**src/rtl/counter_monitor.sv**
```systemverilog
// Observer for a 4-bit up/down counter: classifies transitions, keeps wrap tallies and queues events.
// Optional direction checking is enabled by defining COUNTER_MONITOR_DIR_CHECK_EN.
module counter_monitor #(
  parameter int WIDTH   = 4,
  parameter int TALLY_W = 8
) (
  input  logic               CLK,
  input  logic               reset,
  input  logic               smp_valid,
  input  logic [WIDTH-1:0]   count_in,
  input  logic               chnge_in,
  input  logic [WIDTH-1:0]   match_val,
  input  logic               clear,
  output logic               wrap_up,
  output logic               wrap_dn,
  output logic               jump,
  output logic               match,
  output logic [TALLY_W-1:0] up_tally,
  output logic [TALLY_W-1:0] dn_tally,
  output logic               evt_valid,
  output logic [1:0]         evt_code,
  output logic [WIDTH-1:0]   evt_value,
  input  logic               evt_ready,
  output logic               evt_ovf,
  output logic               dir_err
);

  localparam logic [0:0] ST_INIT  = 1'b0;
  localparam logic [0:0] ST_TRACK = 1'b1;

  localparam logic [1:0] CODE_WRAP_UP = 2'd0;
  localparam logic [1:0] CODE_WRAP_DN = 2'd1;
  localparam logic [1:0] CODE_JUMP    = 2'd2;
  localparam logic [1:0] CODE_MATCH   = 2'd3;

  localparam logic [WIDTH-1:0]   CNT_ZERO  = '0;
  localparam logic [WIDTH-1:0]   CNT_ONE   = {{(WIDTH-1){1'b0}}, 1'b1};
  localparam logic [WIDTH-1:0]   CNT_MAX   = {WIDTH{1'b1}};
  localparam logic [TALLY_W-1:0] TALLY_MAX = {TALLY_W{1'b1}};

  logic [0:0]         state_q, state_d;
  logic [WIDTH-1:0]   prev_q, prev_d;
  logic               wrapUp_q, wrapUp_d;
  logic               wrapDn_q, wrapDn_d;
  logic               jump_q, jump_d;
  logic               match_q, match_d;
  logic [TALLY_W-1:0] upTally_q, upTally_d;
  logic [TALLY_W-1:0] dnTally_q, dnTally_d;
  logic               evtValid_q, evtValid_d;
  logic [1:0]         evtCode_q, evtCode_d;
  logic [WIDTH-1:0]   evtValue_q, evtValue_d;
  logic               evtOvf_q, evtOvf_d;
  logic               dirErr_q, dirErr_d;

  logic [WIDTH-1:0] diff;
  logic             isTrack, isWrapUp, isWrapDn, isJump, isMatch, dirFault;

  // Wraps share diff 1 / max with plain steps, so the jump test only needs diff.
  assign diff     = count_in - prev_q;
  assign isTrack  = (state_q == ST_TRACK);
  assign isWrapUp = isTrack && (prev_q == CNT_MAX) && (count_in == CNT_ZERO);
  assign isWrapDn = isTrack && (prev_q == CNT_ZERO) && (count_in == CNT_MAX);
  assign isJump   = isTrack && (diff != CNT_ZERO) && (diff != CNT_ONE) && (diff != CNT_MAX);
  assign isMatch  = (count_in == match_val);

`ifdef COUNTER_MONITOR_DIR_CHECK_EN
  assign dirFault = isTrack && (((diff == CNT_ONE) && !chnge_in) ||
                                ((diff == CNT_MAX) && chnge_in));
`else
  logic unusedChnge;
  assign unusedChnge = chnge_in;
  assign dirFault    = 1'b0;
`endif

  always_comb begin
    state_d    = state_q;
    prev_d     = prev_q;
    wrapUp_d   = 1'b0;
    wrapDn_d   = 1'b0;
    jump_d     = 1'b0;
    match_d    = 1'b0;
    upTally_d  = upTally_q;
    dnTally_d  = dnTally_q;
    evtValid_d = evtValid_q && !evt_ready;
    evtCode_d  = evtCode_q;
    evtValue_d = evtValue_q;
    evtOvf_d   = evtOvf_q;
    dirErr_d   = dirErr_q;
    if (clear) begin
      state_d   = ST_INIT;
      upTally_d = '0;
      dnTally_d = '0;
      evtOvf_d  = 1'b0;
      dirErr_d  = 1'b0;
    end else if (smp_valid) begin
      state_d  = ST_TRACK;
      prev_d   = count_in;
      wrapUp_d = isWrapUp;
      wrapDn_d = isWrapDn;
      jump_d   = isJump;
      match_d  = isMatch;
      dirErr_d = dirErr_q | dirFault;
      if (isWrapUp && (upTally_q != TALLY_MAX)) upTally_d = upTally_q + 1'b1;
      if (isWrapDn && (dnTally_q != TALLY_MAX)) dnTally_d = dnTally_q + 1'b1;
      // Single-entry record: load when empty or draining, otherwise drop and flag.
      if (isJump || isWrapUp || isWrapDn || isMatch) begin
        if (!evtValid_q || evt_ready) begin
          evtValid_d = 1'b1;
          evtValue_d = count_in;
          if (isJump)        evtCode_d = CODE_JUMP;
          else if (isWrapUp) evtCode_d = CODE_WRAP_UP;
          else if (isWrapDn) evtCode_d = CODE_WRAP_DN;
          else               evtCode_d = CODE_MATCH;
        end else begin
          evtOvf_d = 1'b1;
        end
      end
    end
  end

  always_ff @(posedge CLK) begin
    if (!reset) begin
      state_q    <= ST_INIT;
      prev_q     <= '0;
      wrapUp_q   <= 1'b0;
      wrapDn_q   <= 1'b0;
      jump_q     <= 1'b0;
      match_q    <= 1'b0;
      upTally_q  <= '0;
      dnTally_q  <= '0;
      evtValid_q <= 1'b0;
      evtCode_q  <= '0;
      evtValue_q <= '0;
      evtOvf_q   <= 1'b0;
      dirErr_q   <= 1'b0;
    end else begin
      state_q    <= state_d;
      prev_q     <= prev_d;
      wrapUp_q   <= wrapUp_d;
      wrapDn_q   <= wrapDn_d;
      jump_q     <= jump_d;
      match_q    <= match_d;
      upTally_q  <= upTally_d;
      dnTally_q  <= dnTally_d;
      evtValid_q <= evtValid_d;
      evtCode_q  <= evtCode_d;
      evtValue_q <= evtValue_d;
      evtOvf_q   <= evtOvf_d;
      dirErr_q   <= dirErr_d;
    end
  end

  assign wrap_up   = wrapUp_q;
  assign wrap_dn   = wrapDn_q;
  assign jump      = jump_q;
  assign match     = match_q;
  assign up_tally  = upTally_q;
  assign dn_tally  = dnTally_q;
  assign evt_valid = evtValid_q;
  assign evt_code  = evtCode_q;
  assign evt_value = evtValue_q;
  assign evt_ovf   = evtOvf_q;
  assign dir_err   = dirErr_q;

endmodule

```
**config.mk**
```make
export PLATFORM = sky130hd
export DESIGN_NAME = counter_monitor
export DESIGN_NICKNAME = d
export VERILOG_FILES = /design/src/rtl/counter_monitor.sv
export SDC_FILE = /design/constraint.sdc
export NUM_CORES = 1
export LEC_CHECK = 0
export CORE_MARGIN = 2
export CORE_UTILIZATION = 35
export CTS_CLUSTER_SIZE = 8
export DETAILED_ROUTE_END_ITERATION = 10
export PLACE_DENSITY_LB_ADDON = 0.05
export SETUP_SLACK_MARGIN = 0.2
export SYNTH_ARGS = -nofsm -noshare
export SYNTH_HDL_FRONTEND = slang
export SYNTH_SLANG_ARGS = --single-unit
export TNS_END_PERCENT = 5
```
**constraint.sdc**
```tcl
create_clock -name CLK -period 3.47 [get_ports CLK]
set_clock_uncertainty 0.15 [all_clocks]
set_input_delay 0.347 -clock CLK [delete_from_list [all_inputs] [get_ports CLK]]
set_output_delay 0.347 -clock CLK [all_outputs]
set_load 0.005 [all_outputs]
```
==> metrics.yaml <==
detailed_routing:
  vias: 1339
  wl_per_cell_um: 13.5
  drc: 0
  drt_wl_total_um: 3680
  ant_nets: 0
  vias_per_cell: 4.90
  drtIter0Drc: 27
  firstDrtPassIters: 4
clock_network:
  worstSkewPairLatency_ns: 0.28
  cts_tree: "done"
  cts_resized: 0
  cts_max_level: 2
  clkSlewWorstSetupHoldPaths_ns: 0.07
  root_buffer: "clkbuf_8"
  cts_setup_buffers: 0
  clk_path_buf_depth: 2
  cts_buffers: 5
  ctsHoldBuffers: 0
  cts.sinks: 33
synth:
  ys_ff_latch: 33
  synth-compound-area-share_pct: 7.14
  ys_warn_count: 0
  seq_area_frac_synth_pct: 41.0
  synth_area_um2: 1610
  synth_cells: 177
  synth-simple-area-share_pct: 26.3
  muxShareOfSynthArea_pct: 6.29
  synth_fa_ha_area_share_pct: 5.12
  synthXorXnorAreaFrac_pct: 10.9
  synth-edff-count: 0
  synth.distinct_cells: 37
  synthesis.nets: 197
  synth_area_per_cell_um2: 9.10
  synth_top_family_by_area: "simple AND/OR/NAND/NOR gates"
  async_reset_ff_share_pct: 0
  synthFlopType: "dfxtp_1"
timing:
  timing_hold_violations_final: 0
  finalWorstSetupSlack_ns: 0.641
  tns_ns: 0
  fmax_ghz: 0.353
  worst_pin_slew_ns: 0.537
  min_period_ns: 2.83
  finalMaxSlewViolations: 0
  min_period_over_period_pct: 81.5
  finalSetupViolCount: 0
  slew_headroom_pct: 64.1
  grt_setup_unrepaired: "no"
global_route:
  grt_max_degree: 20
  grt.total_usage_pct: 15.4
  antenna_found_initial: 0
  grt_pass1_vias: 1352
  grt-ovfl-total: 0
  grt_pass1_wl_um: 6110
critical_path:
  max_stage_delay_ns: 0.50
  startpoint: "count_in[0]"
  cp_top_family: "buffers and inverters"
  crit_chain: "clkdlybuf4s50_1, inv_1, ha_1, inv_1, fa_1, xor2_1, nand3b_1, nand2_1, mux2_2, a21oi_2, mux2i_1"
  crit_buf_inv: 3
  crit_type: "input port to register"
  timing.critical_path.mode_cell: "inv_1"
  crit_path_end_kind: "register"
  crit_fanout: 6
  crit_arrival_ns: 2.89
  slowest_stage: "clkdlybuf4s50_1"
  cp.required_ns: 3.53
  timing.rr.start: "prev_q[0]"
  critPathLaunchType: "input port"
  cp.depth: 11
  rr_worst_depth: 9
  r2r_setup_slack_ns: 0.90
placed_design:
  pre_cts_slack_ns: 0.369
  hpwl_um: 2640
  portBuffers: 40
  routabilityCongestion: 0.765
floorplan:
  die-area_um2: 5160
  core-area_um2: 4380
  initial_core_util_pct: 36.8
  rows: 24
  io_pins: 43
  die_h_um: 71.9
  die_w_um: 71.9
pwr:
  swShare_pct: 25.3
  peakVddDrop_v: 0.000200
  p_int_w: 0.000563
  power_leakage_nw: 0.765
  pwr_density_cell_nw_per_um2: 351
  netSwitchingPower_w: 0.000191
  p_comb_share_pct: 10.5
  p_clk_share_pct: 38.0
  power_frac_seq_pct: 51.6
outcome:
  outcome: "complete, no violations"
finish:
  antenna_cells: 0
  fillers: 406
  nets: 240
  multi_input_area_um2: 902
  ff_latch_area_um2: 661
  drive_gt1_share_pct: 7.24
  syn_to_final_growth_pct: 33.3
hold_path:
  hold_class: "register to register"
  hold_start: "evt_value[2]"
  min_delay_path_depth: 2
flow_run:
  maxCapViolCount: 0
==> sequential cells by signal, summed over array words and instances (netlist names) <==
name,cells
isTrack,1
evt_ovf,1
wrap_up,1
jump,1
wrap_dn,1
prev_q,4
dn_tally,8
match,1
evt_code,2
up_tally,8
evt_value,4
evt_valid,1
==> kinds of logic after synthesis <==
family / Yosys count
other: 1
adders and majority gates: 6
DFF: 33
muxes: 10
xor gates and xnor gates: 20
and+or+nand+nor: 80
AOI/OAI and AO/OA: 15
buffers and inverters: 12
==> final timing paths <==
| path | endpoint |
|---|---|
| worst min register to register | evt_value[2] |
| worst min-delay path | evt_value[2] |
| worst max-delay path | evt_value[1] |
| worst max register to register | evt_value[1] |
==> cell usage after synthesis (all sizes together) (2+ instances only) <==
cell / n / share of area, %
o21ai: 3 / 0.93
nand3b: 3 / 1.4
nand3: 4 / 1.2
nor2: 24 / 5.6
or3: 2 / 0.78
ha: 5 / 3.9
nor3: 3 / 0.93
xor2: 8 / 4.3
nor2b: 7 / 2.7
and4: 2 / 1.1
nand2b: 4 / 1.6
a21oi: 7 / 2.4
nand2: 15 / 3.5
inv: 7 / 1.6
xnor2: 12 / 6.5
nor4: 2 / 0.78
or2: 2 / 0.78
mux2i: 9 / 5.6
clkbuf: 4 / 0.93
and3: 2 / 0.78
dfxtp: 33 / 41
nand4: 5 / 1.9
==> layout make-up <==
class,count,share of cell area [%]
multi-input cells,132,42.0
flip-flops and latches,33,30.8
repair buffers,41,19.0
clock buffers,5,3.20
well taps,52,3.03
inverters,7,1.22
clock inverters,3,0.815
==> layout by cell type (no fill, tap or decap), types with 2 or more instances in the layout <==
cell type / n
nand2_1: 15
clkdlybuf4s50_1: 40
and4_1: 2
ha_1: 5
inv_1: 7
or3_1: 2
xor2_1: 8
xnor2_1: 12
or2_2: 2
nand2b_1: 4
clkbuf_8: 5
clkinv_2: 2
nor3_1: 3
dfxtp_1: 33
nor2b_1: 7
nand4_1: 5
and3_1: 2
nor2_1: 24
nand3_1: 4
mux2i_1: 9
a21oi_1: 6
nand3b_1: 3
nor4_1: 2
o21ai_0: 3
==> worst min-delay path: stages (launching register included) <==
cell and delay [ns]:
dfxtp_1 0.31, nand2_1 0.05, mux2i_1 0.05
==> metrics by stage <==
stage / cell area [um^2] / std cells / power, W / util [%] / hold WS [ns]
2_1_floorplan: 1610 / 177 / 0.000442 / - / 0.301
3_3_place_gp: 2060 / 265 / 0.000474 / 47.0 / 0.296
3_5_place_dp: 2060 / 265 / 0.000476 / 47.0 / 0.305
4_1_cts: 2150 / 273 / 0.000763 / 49.0 / 0.316
5_1_grt: 2150 / 273 / 0.000788 / 49.0 / 0.334
6_report: 2150 / 273 / 0.000754 / 49.0 / 0.308
==> per-layer routing <==
layer,vias up,GRT usage [%],part of all wire (%)
met1,626,18.5,46
met3,6,4.08,4.3
met5,-,0,0
li1,683,-,-
met2,24,24.9,47
met4,0,8.39,2.0
==> power by group through the flow <==
| stage | registers, W | clock network [W] | logic (W) |
|---|---|---|---|
| after floorplan | 0.000397 | 0 | 0.0000449 |
| after global placement | 0.000397 | 0 | 0.0000768 |
| after detailed placement | 0.000397 | 0 | 0.0000788 |
| after CTS | 0.000388 | 0.000295 | 0.0000793 |
| after global routing | 0.000389 | 0.000312 | 0.0000859 |
| final | 0.000389 | 0.000286 | 0.0000788 |
No activity file was read; power rests on OpenSTA's default activity.
